**src/rtl/clk_div_pkg.sv**
```systemverilog
// Shared constants and helpers for the programmable clock divider.
// Provides the minimum divisor, a clamp helper and a divisor type.
package clk_div_pkg;

  localparam int unsigned CLK_DIV_MIN = 2;
  localparam int unsigned DIV_W = 8;

  typedef logic [DIV_W-1:0] div_t;

  function automatic logic [31:0] clamp_div(input logic [31:0] value);
    return (value < CLK_DIV_MIN) ? CLK_DIV_MIN : value;
  endfunction

endpackage

```
**src/rtl/clk_div_counter.sv**
```systemverilog
// Enable-gated wrap counter for the programmable clock divider.
// Counts 0..div-1; i_clr restarts the count regardless of enable.
module clk_div_counter
  import clk_div_pkg::*;
#(
  parameter int WIDTH = 8
) (
  input  logic             clk,
  input  logic             reset,
  input  logic             i_en,
  input  logic             i_clr,
  input  logic [WIDTH-1:0] i_div,
  output logic [WIDTH-1:0] o_count,
  output logic             o_count_end,
  output logic             o_wrap
);

  logic [WIDTH-1:0] count_q;
  logic [WIDTH-1:0] count_d;

  assign o_count     = count_q;
  assign o_count_end = (count_q == i_div - 1'b1);
  assign o_wrap      = o_count_end & i_en;

  // next count: clear, wrap to zero, increment, or hold
  always_comb begin
    count_d = count_q;
    if (i_clr) begin
      count_d = '0;
    end else if (i_en) begin
      if (o_count_end) count_d = '0;
      else             count_d = count_q + 1'b1;
    end
  end

  // count register with synchronous reset
  always_ff @(posedge clk) begin
    if (reset) count_q <= '0;
    else       count_q <= count_d;
  end

endmodule

```
**src/rtl/clk_divider_prog.sv**
```systemverilog
// Runtime-programmable integer clock divider with boundary-safe reload.
// Optional CLKDIV_SYNC_EN adds i_sync to restart and phase-align the divider.
module clk_divider_prog
  import clk_div_pkg::*;
#(
  parameter int WIDTH       = 8,
  parameter int DEFAULT_DIV = 8
) (
  input  logic             clk,
  input  logic             reset,
  input  logic             i_en,
  input  logic [WIDTH-1:0] i_div,
  input  logic             i_div_load,
`ifdef CLKDIV_SYNC_EN
  input  logic             i_sync,
`endif
  output logic [WIDTH-1:0] o_count,
  output logic             o_count_end,
  output logic             o_tick,
  output logic             o_div_clk,
  output logic [WIDTH-1:0] o_cur_div,
  output logic             o_div_pending
);

  logic [WIDTH-1:0] cur_div_q, cur_div_d;
  logic [WIDTH-1:0] pend_div_q, pend_div_d;
  logic             pend_q, pend_d;
  logic             div_clk_q, div_clk_d;

  logic             sync;
  logic             wrap;
  logic [WIDTH-1:0] load_div;
  logic [WIDTH-1:0] cnt_inc;

`ifdef CLKDIV_SYNC_EN
  assign sync = i_sync;
`else
  assign sync = 1'b0;
`endif

  assign load_div = WIDTH'(clamp_div(32'(i_div)));
  assign cnt_inc  = o_count + 1'b1;

  clk_div_counter #(
    .WIDTH(WIDTH)
  ) u_counter (
    .clk        (clk),
    .reset      (reset),
    .i_en       (i_en),
    .i_clr      (sync),
    .i_div      (cur_div_q),
    .o_count    (o_count),
    .o_count_end(o_count_end),
    .o_wrap     (wrap)
  );

  // a sync restart is not a wrap, so it never raises the tick
  assign o_tick        = wrap & ~sync;
  assign o_div_clk     = div_clk_q;
  assign o_cur_div     = cur_div_q;
  assign o_div_pending = pend_q;

  // divisor swap only at period start; waveform tracks the next count
  always_comb begin
    cur_div_d  = cur_div_q;
    pend_div_d = pend_div_q;
    pend_d     = pend_q;
    div_clk_d  = div_clk_q;
    if (i_div_load) pend_div_d = load_div;
    if (sync) begin
      div_clk_d = 1'b0;
      pend_d    = 1'b0;
      if (i_div_load)  cur_div_d = load_div;
      else if (pend_q) cur_div_d = pend_div_q;
    end else if (wrap) begin
      div_clk_d = 1'b0;
      pend_d    = 1'b0;
      if (i_div_load)  cur_div_d = load_div;
      else if (pend_q) cur_div_d = pend_div_q;
    end else begin
      if (i_en)       div_clk_d = (cnt_inc >= (cur_div_q >> 1));
      if (i_div_load) pend_d    = 1'b1;
    end
  end

  // divisor, pending and waveform registers
  always_ff @(posedge clk) begin
    if (reset) begin
      cur_div_q  <= WIDTH'(DEFAULT_DIV);
      pend_div_q <= '0;
      pend_q     <= 1'b0;
      div_clk_q  <= 1'b0;
    end else begin
      cur_div_q  <= cur_div_d;
      pend_div_q <= pend_div_d;
      pend_q     <= pend_d;
      div_clk_q  <= div_clk_d;
    end
  end

endmodule

```
**config.mk**
```make
export PLATFORM = sky130hd
export DESIGN_NAME = clk_divider_prog
export DESIGN_NICKNAME = d
export VERILOG_FILES = /design/src/rtl/clk_div_pkg.sv /design/src/rtl/clk_div_counter.sv /design/src/rtl/clk_divider_prog.sv
export SDC_FILE = /design/constraint.sdc
export NUM_CORES = 1
export LEC_CHECK = 0
export BUFFER_PORTS_ARGS = -buffer_cell sky130_fd_sc_hd__buf_2
export CAP_MARGIN = 20
export CORE_ASPECT_RATIO = 1.1
export CORE_MARGIN = 2
export CORE_UTILIZATION = 58
export DETAILED_ROUTE_END_ITERATION = 8
export PLACE_DENSITY_LB_ADDON = 0.12
export SYNTH_ARGS = -nofsm -noshare
export SYNTH_HDL_FRONTEND = slang
export SYNTH_HIERARCHICAL = 1
export SYNTH_SLANG_ARGS = --single-unit
```
**constraint.sdc**
```tcl
create_clock -name clk -period 5.6 [get_ports clk]
set_input_delay 0.56 -clock clk [delete_from_list [all_inputs] [get_ports clk]]
set_output_delay 0.56 -clock clk [all_outputs]
set_load 0.005 [all_outputs]
```
# After elaboration in Yosys (flattened, before gate mapping)
# Cells that the tools add are included.
dict set report classes {
  bitwise_logic 1
  add_sub_neg 2
  n_lt_le_gt_ge 2
  n_mux 4
  eq_ne 1
  reduce_logical 3
}
# operator count
set op_table {}
lappend op_table {{2-to-1 mux 8 bit} 4}
lappend op_table {{adder 8 x 1 -> 8 bit (second input constant)} 1}
lappend op_table {{== test 8 bit} 1}
lappend op_table {{greater-or-equal comparator 8 x 7 -> 1 bit} 1}
lappend op_table {{less-than comparator 8 x 2 -> 1 bit (second input constant)} 1}
lappend op_table {{subtractor 8 x 1 -> 8 bit (second input constant)} 1}
lappend op_table {{AND reduction 2 bit} 1}
lappend op_table {{nonzero test 2 bit} 1}
lappend op_table {{OR reduction 2 bit} 1}
lappend op_table {{AND 1 bit} 1}
dict set report word_totals {
  input_bits 12
  wordCells 18
  output_inout_bits 20
  regBits 26
}

# Logic depth before layout (Yosys ltp)
# Gate-level depths: netlist (run 1).
dict set report logic_depth {
  depth_word 4
  ltp_mapped 11
}

# Cells and area by module
# Netlist (run 1), hierarchy kept.
# module n_inst cells_per_inst area_each_um2 seq_area_each_um2
set modules_own_cells {}
lappend modules_own_cells {clk_divider_prog 1 102 932.1 360.3}
lappend modules_own_cells {clk_div_counter 1 72 614.3 160.2}

# Least setup slack after synthesis (run 1)
# No wires, ideal clock.
dict set report synth_timing {
  path_type {register to register}
  start {reg cur_div_q[0] (netlist: o_cur_div[0])}
  end {reg cur_div_q[4] (netlist: o_cur_div[4])}
  required_time_ps 5514
  path_buffers 1
  stages_incl_launch_ff 12
  t_arrival_ps 2177
  setup_time_ps 86
  setup_slack_ps 3337
  cell_sequence {dfxtp_1 > inv_1 > ha_1 > nor3b_4 > xor2_1 > o22ai_1 > o2111a_2 > and2_1 > o21a_1 > buf_4 > nor2_1 > a211oi_1}
}
dict set report synth_via {
  elab_chain_len 4
}
# item line
set synth_lines {}
lappend synth_lines {{start, declared} clk_divider_prog.sv:25} ;# logic [WIDTH-1:0] cur_div_q, cur_div_d;
lappend synth_lines {{start signal, assigned} clk_divider_prog.sv:89} ;# cur_div_q <= WIDTH'(DEFAULT_DIV);
lappend synth_lines {{start signal, assigned} clk_divider_prog.sv:94} ;# cur_div_q <= cur_div_d;
lappend synth_lines {{subtractor 8 x 1 -> 8 bit} clk_div_counter.sv:22} ;# assign o_count_end = (count_q == i_div - 1'b1);
lappend synth_lines {{== test 8 bit} clk_div_counter.sv:22}
lappend synth_lines {{named net o_count_end} clk_divider_prog.sv:18} ;# output logic o_count_end,
lappend synth_lines {{AND 1 bit} clk_div_counter.sv:23} ;# assign o_wrap = o_count_end & i_en;
lappend synth_lines {{named net o_tick} clk_divider_prog.sv:19} ;# output logic o_tick,
lappend synth_lines {{AND reduction 2 bit (no source line)} n/a}
# The timed path passes the listed nets, and every way through them passes these cells.
# A chain may end at the register's enable or synchronous reset.

# Final worst setup path (run 1)
dict set report layout_timing {
  start {reg cur_div_q[0] (netlist: o_cur_div[0])}
  end {out o_tick}
}
dict set report layout_via {
  elab_chain_len 3
}
# item line
set layout_lines {}
lappend layout_lines {{subtractor 8 x 1 -> 8 bit} clk_div_counter.sv:22}
lappend layout_lines {{== test 8 bit} clk_div_counter.sv:22}
lappend layout_lines {{AND 1 bit} clk_div_counter.sv:23}
lappend layout_lines {{end, declared} clk_divider_prog.sv:19}
# No other way between the ends.

==> impl_metrics.ini, run 1 <==
[placed_design]
hpwl_microns = 2580
dp_cells = 232
place_ws_ns = 3.03
postPlaceCellArea_sq_um = 1720
io_buffers = 31
gp_congestion = 0.872

[cts]
cts_setup_buffers = 0
cts-root-buf = clkbuf_4
clk_latency_ns = 0.32
cts_tree = yes
cts_max_path_buffers = 2
clkSlewWorstSetupHoldPaths_ns = 0.14
cts_resized = 0
htree_levels = 1
ctsHoldBuffers = 0
cts_inserted_buffers = 3
clkSinkCount = 26

[floorplanning]
dieArea_sq_um = 3100
rows = 19
initial_utilization = 0.614
io_pins = 32
coreArea_sq_um = 2520
die_width_microns = 53.2
die_y_microns = 58.2

[yosys]
synthCells = 174
synth_seq_cells = 26
async_flop_share = 0
ys.flop_type = dfxtp_1
synth_area_leaders = dfxtp_1 (34%), ha_1 (8.1%), xor2_1 (6.8%), nor2_1 (5.8%), mux2i_1 (4.5%)
yosysUniqueCellTypes = 41
synth.top_cell.area_share = 0.337
yosysSeqAreaShare = 0.337
synth_edf_count = 0
yosys_warnings = 6
avgSynthCellArea_sq_um = 8.89
yosys.area.top_type = dfxtp_1
syn-cell-area_sq_um = 1550

[routing]
via_per_inst = 5.64
ant_nets = 0
drt_wl_total_microns = 3330
drc = 0
vias = 1330
drt_iter0_drc = 30
first_pass_iters = 4
post_drt_wl_per_cell_microns = 14.1

[global_route]
grt_util_met2 = 0.402
grt_pass1_vias = 1277
grt_antenna_before_repair = 0
grt_overflow_total = 0
grt_max_degree = 20
grt_pass1_wl_microns = 5730
met1_usage = 0.335
met3_usage = 0.0232
grt_use_total = 0.247
busiest_layer = met2

[timing]
drv_slew = 0
finalWorstSetupSlack_ns = 2.85
period_share = 0.492
fmax_ghz = 0.363
hold_viol = 0
rsz0062_at_grt = no
setup_viol = 0
clock-skew-final_ns = 0.00490
tns_ns = 0
fin_crit_ns = 2.75

[cells_and_area]
drive_gt1_frac = 0.205
nets = 228
syn2layout_area_growth_pct = 14.5
num_antenna_cells = 0
mostFrequentLayoutCell = buf_2
fin_area_sq_um = 1770
instances_no_fill = 236
final_cell_mix = buf_2 (31), dfxtp_1 (26), nor2_1 (24)

[critical_path]
path_class = reg2out
regToRegStartpoint = o_cur_div[0]
required_ns = 5.04
cp-startpoint = o_cur_div[0]
crit_path_start_kind = flop
cp_max_fo = 7
cp-end-kind = output port
worst-endpoint-arrival_ns = 2.19

[worst_hold_path]
hold_start = i_div[4]
hp-class = in2reg

[outcome]
outcome = completed

[power_and_ir_drop]
peakVddDrop_uv = 187
power.leakage_uw = 0.000796
cellPowerDensity_nw_per_um2 = 197

[run]
max_cap_violations = 0
[registers in the layout (all words and copies together), names as in the netlist]
register / count
u_counter/o_count: 8
o_div_clk: 1
o_cur_div: 8
pend_div_q: 8
o_div_pending: 1
[metrics by stage]
step | hold WS, ns | util | power, uW
6_report | 0.506 | 0.703 | 348
5_1_grt | 0.524 | 0.703 | 361
4_1_cts | 0.498 | 0.703 | 351
3_5_place_dp | 0.484 | 0.682 | 222
3_3_place_gp | 0.481 | 0.682 | 221
2_1_floorplan | 0.456 | - | 212
[routing by layer]
| layer | part of all wire | wire length (microns) |
|---|---|---|
| met4 | 0.015 | 49 |
| met3 | 0.023 | 77 |
| met1 | 0.47 | 1550 |
| met2 | 0.50 | 1650 |
| met5 | 0 | 0 |
[power by group]
part / switching (uW) / total, uW / internal, uW
combinational: 15.0 / 25.8 / 10.8
sequential: 2.81 / 193 / 190
clock: 57.2 / 130 / 72.4
total: 75.0 / 348 / 273
[worst max-delay path, cell delays in order (launching register included)]
cell      delay, ns
dfxtp_1        0.38
inv_1          0.07
ha_1           0.19
nor3b_4        0.26
mux2i_1        0.23
o22ai_1        0.10
o2111a_2       0.31
and2_1         0.21
buf_2          0.14
[final timing paths]
kind,cells after the start,to,slack (ns)
min reg2reg,2,pend_div_q[5],0.51
max,8,o_tick,2.85
min,3,pend_div_q[4],0.51
max reg2reg,10,o_cur_div[4],3.01
[Yosys cell counts (3+ instances only)]
| cell type | number |
|---|---|
| xnor2_1 | 7 |
| nor3b_1 | 3 |
| nand3_1 | 4 |
| clkbuf_1 | 3 |
| nand4_1 | 3 |
| nor2b_1 | 7 |
| nand2b_1 | 3 |
| a21oi_1 | 3 |
| xor2_1 | 12 |
| o21a_1 | 3 |
| mux2i_1 | 7 |
| nand2_1 | 8 |
| o21ai_0 | 4 |
| a211oi_1 | 6 |
| nor2_1 | 24 |
| ha_1 | 10 |
| inv_1 | 9 |
| dfxtp_1 | 26 |
| nor3_1 | 4 |
[cells by family (layout without fill, tap and decap cells)]
family                     after synthesis  count (layout)  synth area share
muxes                                    7               7            0.0453
adders and majority gates               10              10            0.0809
AOI/OAI and AO/OA                       30              30             0.145
DFF                                     26              26             0.337
other                                    1               2           0.00242
xor gates and xnor gates                19              19             0.108
and+or+nand+nor                         67              67             0.244
buffers and inverters                   14              44            0.0388
[area by class of cell]
| type | count | area (sq um) |
|---|---|---|
| Inverter | 9 | 33.8 |
| Clock inverter | 1 | 30.0 |
| Fill cell | 228 | 749 |
| Clock buffer | 3 | 22.5 |
| Tap cell | 31 | 38.8 |
| Sequential cell | 26 | 520 |
| Multi-Input combinational cell | 135 | 970 |
| Timing Repair Buffer | 31 | 155 |
(Power assumes the default switching activity.)
==> run 2: changes to the inputs <==
CORE_UTILIZATION = 49   (was 58)
clock period = 2.46 ns   (was 5.6 ns; I/O delays follow)
==> run 2 against run 1 <==
  * Final area up 1.1%
  * Combinational power up 140%
  * Count of clock-buffer cells in the layout unchanged
  * Routed wire length down 2.0%
  * Non-clock buffer count up 4
  * Sequential cell count unchanged
  * Sequential power up 130%
  * Critical endpoint unchanged
  * Global-route usage down 4.9 points
  * Hold slack worse by 0.29 ns
  * Worst setup slack worse by 2.7 ns
  * Cell count up 2.5%
==> impl_metrics.ini, run 2 (same netlist as run 1, synthesis figures left out) <==
[outcome]
outcome = completed

[timing]
tns_ns = 0
fin_crit_ns = 2.32
drv_slew = 0
setup_viol = 0
hold_viol = 0
period_share = 0.944
clock-skew-final_ns = 0.00154
fmax_ghz = 0.431

[cts]
cts_setup_buffers = 0
htree_levels = 1
cts-root-buf = clkbuf_4
clkSinkCount = 26
clkSlewWorstSetupHoldPaths_ns = 0.12
clk_latency_ns = 0.30
cts_inserted_buffers = 3
cts_max_path_buffers = 2
cts_tree = yes

[routing]
first_pass_iters = 4
drc = 0
drt_wl_total_microns = 3260
via_per_inst = 5.43
post_drt_wl_per_cell_microns = 13.5
vias = 1314
drt_iter0_drc = 14
ant_nets = 0

[placed_design]
hpwl_microns = 2630
postPlaceCellArea_sq_um = 1750
io_buffers = 31
gp_congestion = 0.867

[critical_path]
worstReg2RegEnd = o_div_clk
path_buf_inv = 2
reg2reg_depth = 8
critPathSlowestCell = dfxtp_4
cp-end-kind = output port
ff2ff_setup_slack_ns = 0.24
path_depth = 8
crit_path_start_kind = flop
path_delay_family = simple AND/OR/NAND/NOR gates
cp-startpoint = o_cur_div[1]
max_stage_delay_ns = 0.37
required_ns = 2.21
regToRegStartpoint = u_counter/o_count[0]
path_cells = inv_1, ha_2, nor3b_4, mux2i_1, o22ai_1, o2111a_2, and2_1, buf_2
cp-endpoint = o_tick
cp_max_fo = 5
path_class = reg2out
worst-endpoint-arrival_ns = 2.08

[cells_and_area]
fin_util = 0.592
num_antenna_cells = 0
nets = 232
syn2layout_area_growth_pct = 15.7
filler_cell_count = 286
drive_gt1_frac = 0.236
fin_area_sq_um = 1790
mostFrequentLayoutCell = buf_2
final_cell_mix = buf_2 (31), nor2_1 (24), dfxtp_1 (24)

[global_route]
grt_pass1_vias = 1274
met3_usage = 0.0248
met1_usage = 0.249
grt_use_total = 0.197
grt_max_degree = 20
grt_util_met2 = 0.338
grt_pass1_wl_microns = 5690
grt_antenna_before_repair = 0
grt_overflow_total = 0
busiest_layer = met2

[floorplanning]
die_y_microns = 62.9
die_width_microns = 57.6
coreArea_sq_um = 3020
dieArea_sq_um = 3620
initial_utilization = 0.512
io_pins = 32
rows = 21

[power_and_ir_drop]
cellPowerDensity_nw_per_um2 = 371
peakVddDrop_uv = 319
power.leakage_uw = 0.000806
power_uw = 665

[worst_hold_path]
hp-class = in2reg

[run]
max_cap_violations = 0
run 2: worst register-to-register path, cell delays in order, from the launching register on:
cell and delay [ns]:
dfxtp_1 0.49, ha_1 0.23, and3_1 0.20, nand3_1 0.10
xnor2_1 0.15, ha_1 0.29, nor2b_1 0.14, nor4b_1 0.37
a31oi_1 0.14
run 2: worst min path at each step:
stage / startpoint / to / slack, ns / cells after the start
floorplan: i_div[3] / pend_div_q[3] / 0.41 / 2
global placement: pend_div_q[7] / pend_div_q[7] / 0.49 / 2
detailed placement: pend_div_q[3] / pend_div_q[3] / 0.49 / 2
CTS: i_div[4] / pend_div_q[4] / 0.21 / 3
global route: i_div[0] / pend_div_q[0] / 0.23 / 3
finish: i_div[4] / pend_div_q[4] / 0.22 / 3
run 2: report_power, final:
part | internal (uW) | total (uW) | switching (uW)
combinational | 25.7 | 61.4 | 35.7
clock | 57.1 | 167 | 110
sequential | 431 | 436 | 5.54
total | 513 | 665 | 151
run 2: area by class of cell:
cell class,instances,area (sq um),share of cell area
Multi-Input combinational cell,135,980,0.548
Sequential cell,26,526,0.294
Timing Repair Buffer,35,185,0.103
Tap cell,34,42.5,0.0238
Inverter,9,33.8,0.0189
Clock buffer,3,22.5,0.0126
run 2: per-layer routing:
layer,part of all wire,vias to the layer above
met5,0,-
met4,0.013,0
met3,0.036,6
met2,0.50,28
met1,0.45,604
li1,-,676
run 2: per-stage QoR:
| stage | setup WS, ns | std cells | hold slack [ns] |
|---|---|---|---|
| 6_report | 0.138 | 242 | 0.218 |
| 5_1_grt | -0.00619 | 242 | 0.234 |
| 4_1_cts | 0.0487 | 242 | 0.210 |
| 3_5_place_dp | 0.0739 | 239 | 0.491 |
| 3_3_place_gp | 0.178 | 239 | 0.488 |
| 2_1_floorplan | 0.197 | 175 | 0.413 |
run 2: repair_timing:
item	CTS	global route
hold buffers	0	0
resized for setup	0	6
setup endpoints to repair	0	9
==> run 3: changes to the inputs <==
CELL_PAD_IN_SITES_DETAIL_PLACEMENT = 1   (was unset)
CELL_PAD_IN_SITES_GLOBAL_PLACEMENT = 1   (was unset)
CORE_UTILIZATION = 36   (was 49)
PLACE_DENSITY = 0.75   (was unset)
PLACE_DENSITY_LB_ADDON = unset   (was 0.12)
SLEW_MARGIN = 20   (was unset)
==> run 3 against run 2 <==
  * Cell count up 11%
  * Via count grew 4.0%
  * Clock power grew 110%
  * Largest cell class unchanged
  * Global-route usage fell by 2.1 points
  * Critical path type unchanged
  * Sequential share of layout area is 2.1 points lower
==> impl_metrics.ini, run 3 (same netlist as run 1, synthesis figures left out) <==
[outcome]
outcome = completed

[floorplanning]
dieArea_sq_um = 4840
die_y_microns = 72.7
io_pins = 32
coreArea_sq_um = 4220
rows = 25
die_width_microns = 66.5
initial_utilization = 0.366

[cts]
ctsHoldBuffers = 0
clkSlewWorstSetupHoldPaths_ns = 0.10
clkSinkCount = 26
htree_levels = 1
cts-root-buf = clkbuf_8
clk_latency_ns = 0.27
cts_inserted_buffers = 3
cts_max_path_buffers = 2
cts_tree = yes

[timing]
period_share = 0.921
tns_ns = 0
holdWs_ns = 0.246
finalWorstSetupSlack_ns = 0.195
clock-skew-final_ns = 0.00824
setup_viol = 0
hold_viol = 0
drv_slew = 0
fmax_ghz = 0.442
rsz0062_at_grt = no
fin_crit_ns = 2.26

[power_and_ir_drop]
cellPowerDensity_nw_per_um2 = 448
peakVddDrop_uv = 259
power.leakage_uw = 0.000862

[global_route]
grt_overflow_total = 0
grt_antenna_before_repair = 0
grt_use_total = 0.176
grt_pass1_wl_microns = 6660
grt_pass1_vias = 1408
grt_max_degree = 20

[critical_path]
worst-endpoint-arrival_ns = 2.02
required_ns = 2.21
critPathSlowestCell = dfxtp_2
path_buf_inv = 2
regToRegStartpoint = o_cur_div[0]
cp-end-kind = output port
max_stage_delay_ns = 0.36
cp_max_fo = 5
path_class = reg2out
path_cells = inv_1, ha_1, nor3b_4, mux2i_1, o22ai_1, o2111a_2, and2_1, buf_2
cp-startpoint = o_cur_div[0]
crit_path_start_kind = flop
path_delay_family = simple AND/OR/NAND/NOR gates

[routing]
met3_length_microns = 109
vias = 1366
wl_met2_microns = 1910
drc = 0
first_pass_iters = 4
via_per_inst = 5.08
ant_nets = 0
wl_met1_microns = 1770
drt_wl_total_microns = 3820
drt_iter0_drc = 56
highest_layer = met4
post_drt_wl_per_cell_microns = 14.2

[placed_design]
gp_congestion = 0.742
io_buffers = 31
place_ws_ns = 0.0862
hpwl_microns = 2960

[cells_and_area]
drive_gt1_frac = 0.265
final_cell_mix = buf_2 (31), nor2_1 (24), dfxtp_1 (24)
num_antenna_cells = 0
multi_input_area_sq_um = 988
syn2layout_area_growth_pct = 23.8
regArea_sq_um = 523
mostFrequentLayoutCell = buf_2
filler_cell_count = 521
nets = 238

[worst_hold_path]
hold_start = i_div[5]
hp-class = in2reg

[run]
max_cap_violations = 0
[run 3: cell types whose count changed in the layout (fill, tap and decap cells not counted), sizes merged]
cell | before | now
bufinv | 0 | 1
buf | 35 | 41
[run 3: timing repair]
| item | in CTS | in global routing |
|---|---|---|
| endpoints found under the hold margin | 0 | 0 |
| buffers inserted | 0 | 0 |
| setup endpoints to repair | 0 | 5 |
| gates resized for setup | 0 | 6 |
[run 3: tightest hold or removal path: stages]
cell	delay [ns]
buf_2	0.09
mux2i_1	0.08
nor2_1	0.08
[run 3: final timing paths]
path / end / slack (ns) / cells past startpoint
hold / removal: pend_div_q[5] / 0.25 / 3
setup reg to reg: o_cur_div[5] / 0.22 / 11
setup / recovery: o_tick / 0.20 / 8
hold reg to reg: pend_div_q[5] / 0.51 / 2
[run 3: through the flow]
step	cell area (sq um)	util	std cells	power, uW
floorplan	1550	-	175	482
global route	1910	0.453	269	895
detailed placement	1820	0.431	265	509
finish	1910	0.453	269	858
global placement	1820	0.431	265	508
CTS	1890	0.448	269	873
[run 3: metal layers]
metal,vias up,global-route usage
li1,687,-
met1,657,0.237
met2,20,0.290
met3,2,0.0293
met4,0,0.0476
met5,-,0
[run 3: area by class of cell]
cell class,count,area share
clock buffers,3,0.0216
clock inverters,1,0.0157
inverters,9,0.0176
multi-input cells,135,0.516
flip-flops and latches,26,0.273
well taps,54,0.0353
repair buffers,41,0.120
[run 3: where the power goes]
part / internal (uW) / leakage (uW) / switching [uW] / total (uW)
Sequential: 431 / 0.000213 / 4.08 / 435
Clock: 218 / 0.0000357 / 141 / 359
Combinational: 25.9 / 0.000614 / 38.1 / 64.0
Total: 675 / 0.000862 / 183 / 858
